**config.mk**
```make
export PLATFORM = sky130hd
export DESIGN_NAME = mem_arbiter
export DESIGN_NICKNAME = d
export VERILOG_FILES = /design/src/rtl/mem_arbiter.sv
export SDC_FILE = /design/constraint.sdc
export NUM_CORES = 1
export LEC_CHECK = 0
export ABC_AREA = 1
export BUFFER_PORTS_ARGS = -buffer_cell sky130_fd_sc_hd__buf_2
export CAP_MARGIN = 20
export CORE_ASPECT_RATIO = 0.8
export CORE_MARGIN = 2
export CORE_UTILIZATION = 25
export CTS_BUF_LIST = sky130_fd_sc_hd__clkbuf_4 sky130_fd_sc_hd__clkbuf_8
export DETAILED_ROUTE_END_ITERATION = 10
export GPL_TIMING_DRIVEN = 0
export PLACE_DENSITY = 0.48
export SLEW_MARGIN = 0
export SYNTH_ARGS = -nofsm -noshare
export SYNTH_HDL_FRONTEND = slang
export SYNTH_SLANG_ARGS = --single-unit
```
**constraint.sdc**
```tcl
create_clock -name ctrl_clk -period 9.49 [get_ports ctrl_clk]
set_input_delay 1.4235 -clock ctrl_clk [delete_from_list [all_inputs] [get_ports ctrl_clk]]
set_output_delay 1.4235 -clock ctrl_clk [all_outputs]
set_load 0.02 [all_outputs]
```
**src/rtl/mem_arbiter.sv**
```systemverilog
// mem_arbiter: two-port round-robin arbiter in front of a single backing memory.
//   Only one transaction is outstanding at a time. The fetch port (icache) is
//   read-only. The data port (dcache) issues loads and stores. A wait counter
//   aborts a memory access that is never acknowledged. An aborted access returns
//   ERR_DATA and sets the sticky bus_err flag.
//
// Ports
//   ctrl_clk, ctrl_reset               clock and asynchronous active-high reset
//   icache_req/addr                    fetch request, held until icache_rdy
//   icache_data/rdy                    fetch read data and a one-cycle completion pulse
//   dcache_req/addr/wdata/wen          data request, held until dcache_rdy
//   dcache_rdata/rdy                   load data and a one-cycle completion pulse
//   mem_req/addr/wdata/wen             registered memory command, stable while mem_req=1
//   mem_ack, mem_rdata                 memory completion and read data
//   bus_err                            sticky timeout flag, cleared only by reset
module mem_arbiter #(
  parameter int unsigned TIMEOUT  = 255,
  parameter logic [31:0] ERR_DATA = 32'hDEADBEEF
) (
  input  logic        ctrl_clk,
  input  logic        ctrl_reset,
  input  logic        icache_req,
  input  logic [31:0] icache_addr,
  output logic [31:0] icache_data,
  output logic        icache_rdy,
  input  logic        dcache_req,
  input  logic [31:0] dcache_addr,
  input  logic [31:0] dcache_wdata,
  input  logic        dcache_wen,
  output logic [31:0] dcache_rdata,
  output logic        dcache_rdy,
  output logic        mem_req,
  output logic [31:0] mem_addr,
  output logic [31:0] mem_wdata,
  output logic        mem_wen,
  input  logic        mem_ack,
  input  logic [31:0] mem_rdata,
  output logic        bus_err
);

  typedef enum logic [1:0] {IDLE, BUSY, RESP} state_t;

  // Grant owner encoding: 0 = fetch port, 1 = data port.
  localparam logic GNT_I = 1'b0;
  localparam logic GNT_D = 1'b1;

  // The counter holds the number of un-acknowledged BUSY cycles completed so far.
  // The abort fires on the edge that ends the TIMEOUT-th such cycle.
  localparam logic [15:0] WAIT_LAST = 16'(TIMEOUT - 1);

  state_t      r_state;
  state_t      w_state_nxt;
  logic        r_last_grant;
  logic        r_owner;
  logic [15:0] r_wait_cnt;
  logic        r_mem_req;
  logic [31:0] r_mem_addr;
  logic [31:0] r_mem_wdata;
  logic        r_mem_wen;
  logic [31:0] r_icache_data;
  logic        r_icache_rdy;
  logic [31:0] r_dcache_rdata;
  logic        r_dcache_rdy;
  logic        r_bus_err;

  logic        w_any_req;
  logic        w_grant_d;
  logic        w_ack;
  logic        w_timeout;
  logic [31:0] w_resp_data;

  always_comb begin
    w_state_nxt = r_state;
    w_any_req   = icache_req | dcache_req;
    // The data port wins when it is the only requester. When both ports
    // request, it wins if the fetch port had the previous grant.
    w_grant_d   = dcache_req & (~icache_req | (r_last_grant == GNT_I));
    w_ack       = (r_state == BUSY) & mem_ack;
    w_timeout   = (r_state == BUSY) & ~mem_ack & (r_wait_cnt == WAIT_LAST);
    w_resp_data = w_ack ? mem_rdata : ERR_DATA;
    case (r_state)
      IDLE:    if (w_any_req) w_state_nxt = BUSY;
      BUSY:    if (w_ack || w_timeout) w_state_nxt = RESP;
      RESP:    w_state_nxt = IDLE;
      default: w_state_nxt = IDLE;
    endcase
  end

  always_ff @(posedge ctrl_clk or posedge ctrl_reset) begin
    if (ctrl_reset) r_state <= IDLE;
    else            r_state <= w_state_nxt;
  end

  always_ff @(posedge ctrl_clk or posedge ctrl_reset) begin
    if (ctrl_reset) begin
      r_last_grant   <= GNT_I;
      r_owner        <= GNT_I;
      r_wait_cnt     <= '0;
      r_mem_req      <= 1'b0;
      r_mem_addr     <= '0;
      r_mem_wdata    <= '0;
      r_mem_wen      <= 1'b0;
      r_icache_data  <= '0;
      r_icache_rdy   <= 1'b0;
      r_dcache_rdata <= '0;
      r_dcache_rdy   <= 1'b0;
      r_bus_err      <= 1'b0;
    end else begin
      // Each rdy signal is high only in the cycle after completion, while the state is RESP.
      r_icache_rdy <= 1'b0;
      r_dcache_rdy <= 1'b0;
      case (r_state)
        IDLE: begin
          if (w_any_req) begin
            r_mem_req    <= 1'b1;
            r_mem_addr   <= w_grant_d ? dcache_addr : icache_addr;
            r_mem_wdata  <= w_grant_d ? dcache_wdata : 32'h0;
            r_mem_wen    <= w_grant_d & dcache_wen;
            r_owner      <= w_grant_d;
            r_last_grant <= w_grant_d;
            r_wait_cnt   <= '0;
          end
        end
        BUSY: begin
          if (w_ack || w_timeout) begin
            r_mem_req <= 1'b0;
            // A store also updates the read data with mem_rdata.
            if (r_owner == GNT_D) begin
              r_dcache_rdata <= w_resp_data;
              r_dcache_rdy   <= 1'b1;
            end else begin
              r_icache_data  <= w_resp_data;
              r_icache_rdy   <= 1'b1;
            end
            if (w_timeout) r_bus_err <= 1'b1;
          end else begin
            r_wait_cnt <= r_wait_cnt + 16'd1;
          end
        end
        default: ;
      endcase
    end
  end

  assign mem_req      = r_mem_req;
  assign mem_addr     = r_mem_addr;
  assign mem_wdata    = r_mem_wdata;
  assign mem_wen      = r_mem_wen;
  assign icache_data  = r_icache_data;
  assign icache_rdy   = r_icache_rdy;
  assign dcache_rdata = r_dcache_rdata;
  assign dcache_rdy   = r_dcache_rdy;
  assign bus_err      = r_bus_err;

endmodule

```
==> results of run 1 <==
cells by family after synthesis:
| group | count (synthesis) | synth area share [%] |
|---|---|---|
| and+or+nand+nor | 378 | 23.8 |
| DFF | 152 | 55.8 |
| AOI/OAI and AO/OA | 151 | 13.8 |
| buffers and inverters | 81 | 5.95 |
| xor gates and xnor gates | 2 | 0.257 |
| adders and majority gates | 2 | 0.367 |
where the power goes:
group	leakage, nW	internal, mW	switching (mW)
logic	2.58	0.459	0.942
registers	1.91	0.935	0.168
clock network	0.241	0.354	0.273
total	4.74	1.75	1.38
worst max-delay path by stage:
stage	endpoint	cells after the start
final	mem_wen	8
after global routing	mem_wen	8
after CTS	mem_wen	8
after detailed placement	mem_wen	8
after global placement	dcache_rdata[21]	2
after floorplan	bus_err	1
critical path, cell delays in order:
cell	delay, ns
buf_2	0.10
nand2_1	0.05
nand2_1	0.19
inv_1	0.15
buf_2	0.24
clkbuf_1	0.53
nand3_1	0.28
nand2_1	0.13
layer usage:
metal  track usage (%)  part of all wire [%]  routed length (um)
met3              6.08                   9.1                2020
met4              6.02                   2.6                 578
met5                 0                  0.25                  55
met2              23.9                    43                9570
met1              20.7                    45                9990
stage by stage:
| stage | cell area, sq um | total power [mW] |
|---|---|---|
| floorplan | 6820 | 2.00 |
| global placement | 8600 | 2.53 |
| detailed placement | 8640 | 2.54 |
| CTS | 9130 | 3.18 |
| global route | 9130 | 3.36 |
| finish | 9130 | 3.13 |
flip-flops by register name (all words and copies together), names as in the netlist:
name,cells
mem_wen,1
icache_rdy,1
r_state,2
r_wait_cnt,16
dcache_rdy,1
bus_err,1
icache_data,32
mem_wdata,32
dcache_rdata,32
mem_addr,32
r_owner,1
mem_req,1
cells in the final DEF, fill, tap and decap left out, types with 2 or more instances in the layout:
cell / netlist / final
buf_2: 8 / 274
buf_6: 12 / 12
bufinv_16: 0 / 6
clkbuf_1: 24 / 24
clkbuf_8: 0 / 18
clkinvlp_4: 0 / 2
dfrtp_1: 152 / 152
ha_1: 2 / 2
inv_1: 34 / 33
inv_2: 2 / 2
inv_6: 0 / 4
nand2_1: 200 / 200
nand2_2: 32 / 32
nand2_4: 2 / 2
nand3_1: 53 / 53
nand4_1: 2 / 2
nor2_1: 81 / 81
nor3_1: 2 / 2
o21ai_0: 70 / 70
o21ai_1: 31 / 31
o21ai_2: 46 / 46
or2_2: 3 / 3
area by class of cell:
cell class / instances / area, sq um
timing repair buffer: 267 / 1360
clock inverter: 13 / 239
tap: 364 / 455
inverter: 37 / 148
clock buffer: 19 / 255
sequential: 152 / 3800
multi-input combinational: 533 / 2610
buffer: 44 / 265
fill: 2928 / 17900
Yosys cell counts:
cell type,instances
nor2_4,1
o21ai_1,31
o21ai_0,70
nand2_1,200
dfrtp_1,152
nor3_1,2
nand4_1,2
clkbuf_1,24
xnor2_1,1
nand2_2,32
a211oi_2,1
xor2_1,1
ha_1,2
nand2_4,2
or2_2,3
nand3_4,1
nor2_1,81
nand3_1,53
inv_2,2
a31oi_1,1
clkinv_2,1
buf_2,8
buf_6,12
o21ai_2,46
o21bai_1,1
inv_1,34
o211ai_1,1
nand3_2,1
==> run summary, run 1 <==
CTS Root Cell = clkbuf_8
WP data required = 9.88 ns
Total congestion overflow = 0
Initial antenna violation count = 5
Syn avg cell area = 8.90 sq um
Worst setup slack after layout = 6.78 ns
Row count = 54
GRT Util Overall = 15.9%
Post-CTS Resized = 0
H-Tree Depth = 4
Core Util, Final = 33.8%
Mapped Cells = 766
Post-DP HPWL = 16.4 mm
Setup violators final = 0
Period minus WS final = 2.71 ns
Place WS = 6.23 ns
Crit path kind = in2reg
Status = finished, final reports clean
Die Span X = 189 um
Worst Hold Depth = 2
Critical path launch point type = primary input
Global placer's final weighted congestion = 0.814
Mapped Area = 6820 sq um
Synth area leader = dfrtp_1
LEAKAGE = 4.74 nW
Final hold viol count = 0
Global-route wire length before repair = 35.0 mm
Initial Utilization = 25.2%
Worst hold path endpoint = bus_err
# DRC = 0
Final setup skew = 0.00878 ns
Clk sinks = 152
Drt first pass iters = 4
Core region area = 27,000 sq um
Worst path arrival time = 3.10 ns
CP endpoint kind = flop
Largest cells by area after synthesis = dfrtp_1 56%, nand2_1 11%, o21ai_2 5.9%
Hold Path Origin = bus_err
ANT cells = 0
Final ANT Viol Nets = 0
Worst hold slack = 0.464 ns
Share of layout cells above drive strength 1 = 38.5%
Dpl cells = 1,397
Worst-margin pin slew = 0.752 ns
P per Cell Area = 343 nW/um^2
Final setup TNS = 0 ns
DRT iter0 DRCs = 318
CTS tree = done
R2R Setup Slk = 7.39 ns
DR vias = 6,182
#FFs+latches synth = 152
Slew headroom = 49.9%
Vias in the first global route = 6,220
Pins Over Slew Limit = 0
Crit path launch = icache_req
Synth top area share = 55.8%
Final #Nets = 1,188
R2R Path End = mem_wen
Wire per inst = 15.6 um
CTS clock-pin slew for the worst setup and hold paths = 0.09 ns
Top Ports = 267
Fin crit share = 28.5%
Reg2reg path depth = 7
Die Ht = 152 um
Num CTS Buffers = 17
Die Footprint = 28,600 sq um
Final WL = 22.2 mm
Area delta synth->final = 34.0%
RSZ-0062 raised after global routing = false
# Post-CTS Setup Buffers = 0
Maximum vdd drop = 0.149 mV
Buffers on Ports = 266
Critical R2R Launch = r_owner
Maxcap violations = 0
Syn Nets = 902
Synth Warn # = 0
Hold_buf cts = 0
Clk_lat worst skew = 0.45 ns
Fin cells = 1,429
Min-Delay Path Class = reg2reg
CP Max Fanout = 10
Post-synthesis sequential area ratio = 55.8%
Max Root-Sink Buffers = 2
Synth unique cells = 28
Largest net degree at the start of global routing = 119
Highest Clock Rate = 0.370 GHz
Vias per cell = 4.33
Note: power is estimated with default switching activity, not from simulation.
==> run 2: changes to the inputs <==
--- a/config.mk
+++ b/config.mk
@@ -14,7 +14,7 @@
 export CTS_BUF_LIST = sky130_fd_sc_hd__clkbuf_4 sky130_fd_sc_hd__clkbuf_8
 export DETAILED_ROUTE_END_ITERATION = 10
 export GPL_TIMING_DRIVEN = 0
-export PLACE_DENSITY = 0.48
+export PLACE_DENSITY = 0.49
 export SLEW_MARGIN = 0
 export SYNTH_ARGS = -nofsm -noshare
 export SYNTH_HDL_FRONTEND = slang
==> constraint.sdc (replaced) <==
create_clock -name ctrl_clk -period 2.2 [get_ports ctrl_clk]
set_input_delay 0.33 -clock ctrl_clk [delete_from_list [all_inputs] [get_ports ctrl_clk]]
set_output_delay 0.33 -clock ctrl_clk [all_outputs]
set_load 0.02 [all_outputs]
==> run summary, run 2 (same netlist as run 1, synthesis figures left out) <==
GRT Util Overall = 15.7% (was 15.9%)
Buffers on Ports = 266 (unchanged)
Share of layout cells above drive strength 1 = 38.8% (was 38.5%)
Combinational group share of total power = 45.5% (was 44.7%)
Critical path launch point type = flop (was primary input)
DR vias = 6,173 (was 6,182)
Share of power burned in registers = 35.9% (was 35.2%)
Global placer's final weighted congestion = 0.816 (was 0.814)
Status = finished, final reports clean (unchanged)
Crit path kind = reg2reg (was in2reg)
Switching power share of the total = 44.7% (was 44.2%)
Period minus WS final = 2.02 ns
Cell-internal power = 7.34 mW (was 1.75 mW)
Vias per cell = 4.31 (was 4.33)
CTS clock-pin slew for the worst setup and hold paths = 0.09 ns (about the same)
ANT cells = 0 (unchanged)
Fin crit share = 92.0%
Pins Over Slew Limit = 0 (unchanged)
Final WL = 22.1 mm (was 22.2 mm)
Worst-margin pin slew = 0.734 ns (was 0.752 ns)
Final #Nets = 1,191 (was 1,188)
Commonest cells after routing, fill and taps aside = 274 x buf_2, 200 x nand2_1, 152 x dfrtp_1 (unchanged)
RSZ-0062 raised after global routing = false (unchanged)
Top Ports = 267 (unchanged)
Row count = 54 (unchanged)
Total congestion overflow = 0 (unchanged)
Slew headroom = 51.1% (was 49.9%)
Largest net degree at the start of global routing = 40 (was 119)
Maxcap violations = 0 (unchanged)
Wire per inst = 15.5 um (was 15.6 um)
P per Cell Area = 1450 nW/um^2 (was 343 nW/um^2)
CP endpoint kind = flop (unchanged)
Post-route cell area = 9160 sq um (was 9130 sq um)
Initial antenna violation count = 3 (was 5)
Final setup skew = 0.0118 ns (was 0.00878 ns)
DRT iter0 DRCs = 277 (was 318)
Max Root-Sink Buffers = 2 (unchanged)
Dpl cell area = 8690 sq um (was 8640 sq um)
# DRC = 0 (unchanged)
Worst-path cell chain = nand2_1 > nand2_1 > inv_1 > buf_2 > clkbuf_1 > nand3_1 > nand2_1 (was buf_2 > nand2_1 > nand2_1 > inv_1 > buf_2 > clkbuf_1 > nand3_1 > nand2_1)
Initial Utilization = 25.2% (unchanged)
Final hold viol count = 0 (unchanged)
Area delta synth->final = 34.3% (was 34.0%)
Total Power = 13.3 mW (was 3.13 mW)
Die Ht = 152 um (unchanged)
Clk_lat worst skew = 0.45 ns (about the same)
Clk sinks = 152 (unchanged)
Worst path arrival time = 2.42 ns (was 3.10 ns)
Post-DP HPWL = 16.5 mm (was 16.4 mm)
Commonest non-fill, non-tap cell in the layout = buf_2 (unchanged)
Die Span X = 189 um (unchanged)
CP max stage delay = 0.43 ns (was 0.53 ns)
Die Footprint = 28,600 sq um (unchanged)
Setup violators final = 0 (unchanged)
Global-route wire length before repair = 34.5 mm (was 35.0 mm)
CTS Root Cell = clkbuf_8 (unchanged)
Core region area = 27,000 sq um (unchanged)
Vias in the first global route = 6,234 (was 6,220)
Highest Clock Rate = 0.494 GHz
H-Tree Depth = 4 (unchanged)
Slowest-stage cell, CP = dfrtp_1 (was clkbuf_1)
Clock power frac = 18.6% (was 20.0%)
# Post-CTS Setup Buffers = 0 (unchanged)
WP data required = 2.60 ns (was 9.88 ns)
Num CTS Buffers = 17 (unchanged)
Top cell by count, worst path = nand2_1 (unchanged)
Maximum vdd drop = 0.610 mV (was 0.149 mV)
LEAKAGE = 4.74 nW (about the same)
Final ANT Viol Nets = 0 (unchanged)
Min-Delay Path Class = in2reg (was reg2reg)
NetSw = 5.94 mW (was 1.38 mW)
CP Max Fanout = 19 (was 10)
Drt first pass iters = 5 (was 4)
CTS tree = done (unchanged)
## run 2: critical path, delay by kind of cell, from the launching register on
| family | cells | cell delay, ns |
|---|---|---|
| buf+inv | 3 | 1.01 |
| simple gates | 4 | 0.52 |
| flops | 1 | 0.43 |
## run 2: per-layer routing
layer | track usage [%] | part of all wire [%] | vias up
li1 | - | - | 3055
met1 | 20.9 | 46 | 2857
met2 | 23.7 | 43 | 233
met3 | 5.96 | 9.0 | 22
met4 | 5.04 | 1.6 | 6
met5 | 0 | 0.15 | -
## run 2: path summary, 6_finish.rpt
check                           startpoint              end  slack [ns]  depth (start not counted)
min in group asynchronous       ctrl_reset  dcache_rdata[0]        0.42                          3
max reg2reg                        r_owner    mem_wdata[29]        0.18                          7
min reg2reg                        bus_err          bus_err        0.47                          2
max in group asynchronous       ctrl_reset     mem_addr[25]        1.03                          5
max                                r_owner    mem_wdata[29]        0.18                          7
min                        dcache_wdata[0]     mem_wdata[0]         0.1                          3
## run 2: timing repair
item                                   CTS  global route
resized for setup                        0             4
hold buffers                             1             0
cloned                                   0             0
setup endpoints to repair                2            19
endpoints found under the hold margin   11             0
## run 2: through the flow
step	setup WS, ns	cells	setup TNS (ns)	util [%]	hold slack [ns]
floorplan	-0.0469	766	-7.14	-	0.468
global placement	-1.30	1396	-194.69	31.8	0.444
detailed placement	-0.0498	1400	-0.0498	32.1	0.352
CTS	0.113	1432	0	33.8	0.0443
global route	0.00597	1432	0	33.9	0.0635
finish	0.177	1432	0	33.9	0.0961
## run 2: power by group through the flow
stage	combinational, mW	clock [mW]	sequential [mW]
floorplan	2.36	0	6.25
global placement	6.09	0	4.78
detailed placement	6.16	0	4.78
CTS	6.14	2.59	4.76
global route	6.66	2.70	4.93
finish	6.04	2.48	4.76
## run 2: final cells by class
class                           count  area (sq um)
Timing Repair Buffer              271          1420
Fill cell                        2913         17900
Buffer                             43           263
Clock inverter                     13           191
Clock buffer                       19           262
Tap cell                          364           455
Sequential cell                   152          3800
Inverter                           37           144
Multi-Input combinational cell    533          2620
